`src/rtl/uart_tx_feeder.sv`:
```
// uart_tx_feeder: byte FIFO that launches one byte at a time into a UART transmitter.
// Define UART_TXF_OVF_EN to add the sticky overflow flag (ovfH, cleared by ovfclrH).
module uart_tx_feeder #(
  parameter int DEPTH_LOG2 = 4,
  parameter int BUSY_TMO = 8
) (
  input  logic sysclk,
  input  logic sysrstl,
  input  logic wrH,
  input  logic [7:0] wrdataH,
  output logic fullH,
  output logic emptyH,
  output logic [DEPTH_LOG2:0] countH,
  output logic xmitH,
  output logic [7:0] xmitdataH,
  input  logic xmitdoneH,
  output logic tmoH
`ifdef UART_TXF_OVF_EN
  ,
  input  logic ovfclrH,
  output logic ovfH
`endif
);
  localparam int CW = DEPTH_LOG2 + 1;
  localparam int TW = $clog2(BUSY_TMO + 1);
  typedef enum logic [1:0] {IDLE, LAUNCH, WAIT_BUSY, WAIT_DONE} state_t;
  state_t state, state_nxt;
  logic [7:0] mem [2**DEPTH_LOG2];
  logic [DEPTH_LOG2-1:0] wr_ptr, rd_ptr;
  logic [TW-1:0] tmo_cnt;
  logic wr_en, pop, load, tmo_nxt;
  assign fullH = countH == CW'(2**DEPTH_LOG2);
  assign emptyH = countH == '0;
  assign wr_en = wrH && !fullH;
  assign xmitH = state == LAUNCH;
  assign pop = state == LAUNCH;
  always_comb begin
    state_nxt = state;
    tmo_nxt = 1'b0;
    case (state)
      IDLE: if (!emptyH && xmitdoneH) state_nxt = LAUNCH;
      LAUNCH: state_nxt = WAIT_BUSY;
      WAIT_BUSY:
        if (!xmitdoneH) state_nxt = WAIT_DONE;
        else if (tmo_cnt == TW'(BUSY_TMO - 1)) begin
          state_nxt = IDLE;
          tmo_nxt = 1'b1;
        end
      default: if (xmitdoneH) state_nxt = IDLE;
    endcase
    load = state == IDLE && state_nxt == LAUNCH;
  end
  always_ff @(posedge sysclk)
    if (wr_en) mem[wr_ptr] <= wrdataH;
  always_ff @(posedge sysclk or negedge sysrstl)
    if (!sysrstl) begin
      state <= IDLE;
      tmoH <= 1'b0;
      xmitdataH <= 8'h00;
      wr_ptr <= '0;
      rd_ptr <= '0;
      countH <= '0;
      tmo_cnt <= '0;
    end else begin
      state <= state_nxt;
      tmoH <= tmo_nxt;
      if (load) xmitdataH <= mem[rd_ptr];
      if (wr_en) wr_ptr <= wr_ptr + DEPTH_LOG2'(1);
      if (pop) rd_ptr <= rd_ptr + DEPTH_LOG2'(1);
      countH <= countH + CW'(wr_en) - CW'(pop);
      tmo_cnt <= state == WAIT_BUSY ? tmo_cnt + TW'(1) : '0;
    end
`ifdef UART_TXF_OVF_EN
  // a drop in the same cycle as a clear keeps the flag set
  always_ff @(posedge sysclk or negedge sysrstl)
    if (!sysrstl) ovfH <= 1'b0;
    else ovfH <= (wrH && fullH) ? 1'b1 : ovfclrH ? 1'b0 : ovfH;
`endif
endmodule

```
`config.mk`:
```
export PLATFORM = sky130hd
export DESIGN_NAME = uart_tx_feeder
export DESIGN_NICKNAME = d
export VERILOG_FILES = /design/src/rtl/uart_tx_feeder.sv
export SDC_FILE = /design/constraint.sdc
export NUM_CORES = 1
export LEC_CHECK = 0
export ABC_AREA = 1
export ABC_CLOCK_PERIOD_IN_PS = 2500
export BUFFER_PORTS_ARGS = -buffer_cell sky130_fd_sc_hd__buf_2
export CELL_PAD_IN_SITES_DETAIL_PLACEMENT = 1
export CELL_PAD_IN_SITES_GLOBAL_PLACEMENT = 2
export CORE_UTILIZATION = 40
export CTS_CLUSTER_SIZE = 28
export DETAILED_ROUTE_END_ITERATION = 16
export HOLD_SLACK_MARGIN = 0.05
export PLACE_DENSITY_LB_ADDON = 0.1
export SYNTH_ARGS = -nofsm -noshare
export SYNTH_HDL_FRONTEND = slang
export SYNTH_SLANG_ARGS = --single-unit
```
`constraint.sdc`:
```
create_clock -name sysclk -period 2.5 [get_ports sysclk]
set_input_delay 0.125 -clock sysclk [delete_from_list [all_inputs] [get_ports sysclk]]
set_output_delay 0.125 -clock sysclk [all_outputs]
set_load 0.01 [all_outputs]
```
; Yosys cells after proc, flatten, opt, wreduce, memory -nomap -nowiden
; Memory sizes are Yosys's and may differ from the RTL's. A register that Yosys moved wholly into a read port is not among the register bits.
; Cells that the tools add are included.
[op_classes]
addsub = 5
mux = 11
eq_ne = 5
reduce_logical = 8
[ops]
columns = operator, count
row1 = $add 4x1->4 const B, 3
row2 = $mux 2, 4
row3 = $pmux 2 s3, 1
row4 = $add 5x1->5, 1
row5 = $eq 5x5->1 const B, 1
row6 = $logic_not 5->1, 1
row7 = $mux 1, 5
row8 = $sub 5x1->5, 1
row9 = $eq 2x1->1 const B, 2
row10 = $eq 4x3->1 const B, 1
row11 = $mux 4, 1
row12 = $logic_and 1x1->1, 3
row13 = $logic_not 1->1, 3
row14 = $eq 2x2->1 const B, 1
row15 = $logic_not 2->1, 1
[word_totals]
ff_bits = 20
inputBits = 12
mem_count = 1
mem_bits_rw = 128
out_inout_bits = 17
wordCells = 36
[memory_table]
columns = name, depth, word_bits, read_ports, rd_clocked_by_memory_dff, write_ports, line_no
row1 = mem, 16, 8, 1, 1, 1, 28  ; logic [7:0] mem [2**DEPTH_LOG2];

; Longest topological paths before layout
[logic_depth]
word_depth = 7
depth_mapped = 12
depth_no_buf = 12

; Worst setup path before layout
; OpenSTA, ideal clock, no wires.
[synth_path]
path_kind = register to register
startpoint = register countH[2]
endpoint = register countH[4]
period_less_slack_ns = 2.242
stages_incl_launch_ff = 13
required_ns = 2.421
slack_ns = 0.258
setup_ns = 0.079
arrival_time_ns = 2.162
path_buffers = 0
cell_sequence = dfrtp_1 > inv_1 > ha_1 > nand4_1 > nand2_1 > ha_1 > inv_1 > ha_1 > fa_1 > a21oi_1 > nor2_1 > nor2_1 > xor2_1
[synth_via]
elab_chain_cells = 5
[synth_rtl]
columns = element, line_no
row1 = "start, declared", 13  ; output logic [DEPTH_LOG2:0] countH,
row2 = "start signal, assigned", 70  ; countH <= countH + CW'(wr_en) - CW'(pop);
row3 = $eq 5x5->1, 32  ; assign fullH = countH == CW'(2**DEPTH_LOG2);
row4 = $logic_not 1->1, 34  ; assign wr_en = wrH && !fullH;
row5 = $logic_and 1x1->1, 34
row6 = $add 5x1->5 (*), 70
row7 = $sub 5x1->5 (*), 70
; Every way passes the cells marked *; elsewhere a longest branch is shown, timed or not.
; A chain may end at the register's enable or synchronous reset.

; Worst setup path in the final report
[layout_path]
startpoint = register countH[3]
endpoint = register countH[4]
; Same word-level chain as after synthesis.

==> results.md <==
* Status: complete, no violations
* # port buffers at 28
* Slowest cell delay on critical path at 0.37 ns
* Final cell count without fillers at 957
* Crit start category: flop
* Final min period at 2.32 ns
* Via/cell ratio at 4.82
* Grt total ovfl at 0
* Worst-path fanout max at 3
* WP data arrival at 2.67 ns
* Nets at 749
* Maxcap violations at 0
* CP Buf/Inv Count at 2
* Main synth FF type: edfxtp_1
* Total Routing Usage GR at 0.209
* Final Hold Vio Count at 0
* Overall power at 9.15 mW
* Diode count at 0
* Chip width at 133 microns
* Largest net degree at the start of global routing at 43
* Post-layout util at 0.478
* Num CTS Buffers at 17
* Crit-path leading delay family: adder cells
* Routed len/inst at 17.7 microns
* Vias in the first global route at 4871
* Sequential-to-total area share from yosys stat at 0.661
* Synth warnings at 0
* Die ar. at 17700 sq um
* Met2 wire length at 8500 microns
* CTS H-tree depth at 4
* PD cells at 1150 nW/um^2
* Starting Density at 0.412
* Most common cell in the synthesized netlist: nand2_1
* CP Class: reg -> reg
* CTS tree: built
* FF+latch count, synth at 156
* Maximum vdd drop at 0.568 mV
* Core ar. at 16700 sq um
* Synth area leaders: edfxtp_1 56%, nand2_1 11%, dfrtp_1 10%
* Final-report setup violation count at 0
* DRC at 0
* Crit path capture type: flop
* Worst EP required at 2.85 ns
* Hold Crit Class: in -> reg
* Avg Cell Area, Syn at 10.2 sq um
* WL met3 at 387 microns
* Commonest cells in the netlist: 206 x nand2_1, 128 x edfxtp_1, 119 x inv_1
* Routed Antenna Nets at 0
* Post-DP HPWL at 11300 microns
* Clock Skew at 0.00680 ns
* Clock buffer depth at 2
* Top sig layer: met4
* Worst-path cell with the longest stage delay: dfrtp_1
* Clk sinks at 156
* 1st-pass router iterations at 4
* DRT met1 WL at 7600 microns
* Vias at 4615
* CTS clk-pin slew, worst paths at 0.06 ns
* Share of cells above drive strength 1 at 0.123
* RSZ-0062 raised after global routing: false
* Filler cells at 1882
* Synthesis-to-layout area growth at 16.0%
* Synth area leader: edfxtp_1
* Clock latency on the worst-skew pair at 0.43 ns
* Chip height at 133 microns
* Worst path most repeated cell: ha_1
* Number of enable flip-flop cells after synthesis at 128
* Syn Nets at 697
* Gpl congestion at 0.744
* Placed Cells at 921
* Post-Syn Area at 6870 sq um
* Synth Instances at 672
* Top cell type's share of synthesized area at 0.559
* DR iter-0 viols at 226
* Slew @ Worst Pin at 0.667 ns
* Core Rows at 47
* Lkg Pwr at 3.62 nW
* # IOs at 29
* Antenna violations before repair at 0
* Max-slew violations at 0
* Period utilisation layout at 0.929
* Final WL at 17000 microns
* Synth cell types at 22
* Fmax at 0.431 GHz
* Async SR Flop Fraction at 0.179
* Slew HR at 0.555
* First-pass GRT wire length at 26900 microns
* Clk root buf: clkbuf_16
* Setup TNS at 0 ns
* CP cell instances: inv_1 > ha_1 > nand4_1 > nand2_1 > ha_1 > inv_1 > ha_1 > fa_2 > a21oi_1 > nor2_1 > nor2_1 > xor2_1
[timing repair]
| action | 4_1_cts | 5_1_grt |
|---|---|---|
| endpoints found under the hold margin | 30 | 0 |
| setup buffers | 0 | 2 |
| setup endpoints to repair | 0 | 1 |
| gates resized for setup | 0 | 1 |
| hold buffers | 2 | 0 |
[state kept, by name, summed over array words and instances (netlist names)]
register / cells
wr_ptr: 4
rd_ptr: 4
tmo_cnt: 4
xmitdataH: 8
state: 2
mem: 128
countH: 5
tmoH: 1
[per-stage QoR]
step	instance area, sq um	hold slack (ns)	worst slack (ns)
2_1_floorplan	6870	-0.171	0.258
3_3_place_gp	7330	0.186	0.265
3_5_place_dp	7330	0.205	0.143
4_1_cts	7960	0.0992	0.109
5_1_grt	7980	0.121	0.0201
6_report	7980	0.108	0.178
[power by group]
part | switching, mW | internal, mW | total [mW]
Sequential | 0.198 | 3.22 | 3.42
Clock | 1.06 | 1.54 | 2.61
Combinational | 2.13 | 0.986 | 3.12
[worst paths after layout]
path	slack (ns)	start	depth (start not counted)	endpoint
hold / removal	0.11	wrH	4	wr_ptr[0]$_DFFE_PN0P_
hold reg to reg	0.47	tmo_cnt[0]$_DFF_PN0_	1	tmo_cnt[0]$_DFF_PN0_
setup / recovery	0.18	countH[3]$_DFF_PN0_	12	countH[4]$_DFF_PN0_
min in group asynchronous	0.27	sysrstl	2	tmo_cnt[3]$_DFF_PN0_
setup reg to reg	0.18	countH[3]$_DFF_PN0_	12	countH[4]$_DFF_PN0_
max in group asynchronous	1.75	sysrstl	2	rd_ptr[0]$_DFFE_PN0P_
[layout by cell type, fill, tap and decap left out, types with 2 or more instances in the layout]
master	count
clkinv_4	4
a21oi_1	4
edfxtp_1	128
o21ai_0	6
dfrtp_1	27
buf_4	27
nor2_1	25
inv_6	3
inv_1	119
dlygate4sd3_1	2
clkinv_1	2
nand4_1	2
clkbuf_16	20
ha_1	12
nand3_1	101
buf_2	28
nand2_1	206
xor2_1	9
clkbuf_8	3
[worst min-delay path: cells and delay by family]
kind / cells / cell delay, ns
buffers and inverters: 2 / 0.24
XOR/XNOR: 1 / 0.06
AND/OR/NAND/NOR: 1 / 0.08
[metal layers]
metal	track usage	vias to the layer above
met3	0.0373	29
met1	0.263	2282
li1	-	2251
met5	0	-
met2	0.355	53
met4	0.0934	0
[cell type report]
cell class | instances | area, sq um | area share
multi-input cells | 370 | 1720 | 0.216
clock buffers | 24 | 546 | 0.0684
repair buffers | 57 | 363 | 0.0455
well taps | 220 | 275 | 0.0345
clock inverters | 8 | 66.3 | 0.00832
flip-flops and latches | 156 | 4550 | 0.570
inverters | 122 | 458 | 0.0574
[cells by family after synthesis]
kind of cell               after synthesis  synth area share
and+or+nand+nor                        336             0.204
xor gates and xnor gates                10            0.0127
buffers and inverters                  146            0.0888
adders and majority gates               13            0.0248
AOI/OAI and AO/OA                       11           0.00837
DFF                                    156             0.661
Note: power is estimated with default switching activity, not from simulation.
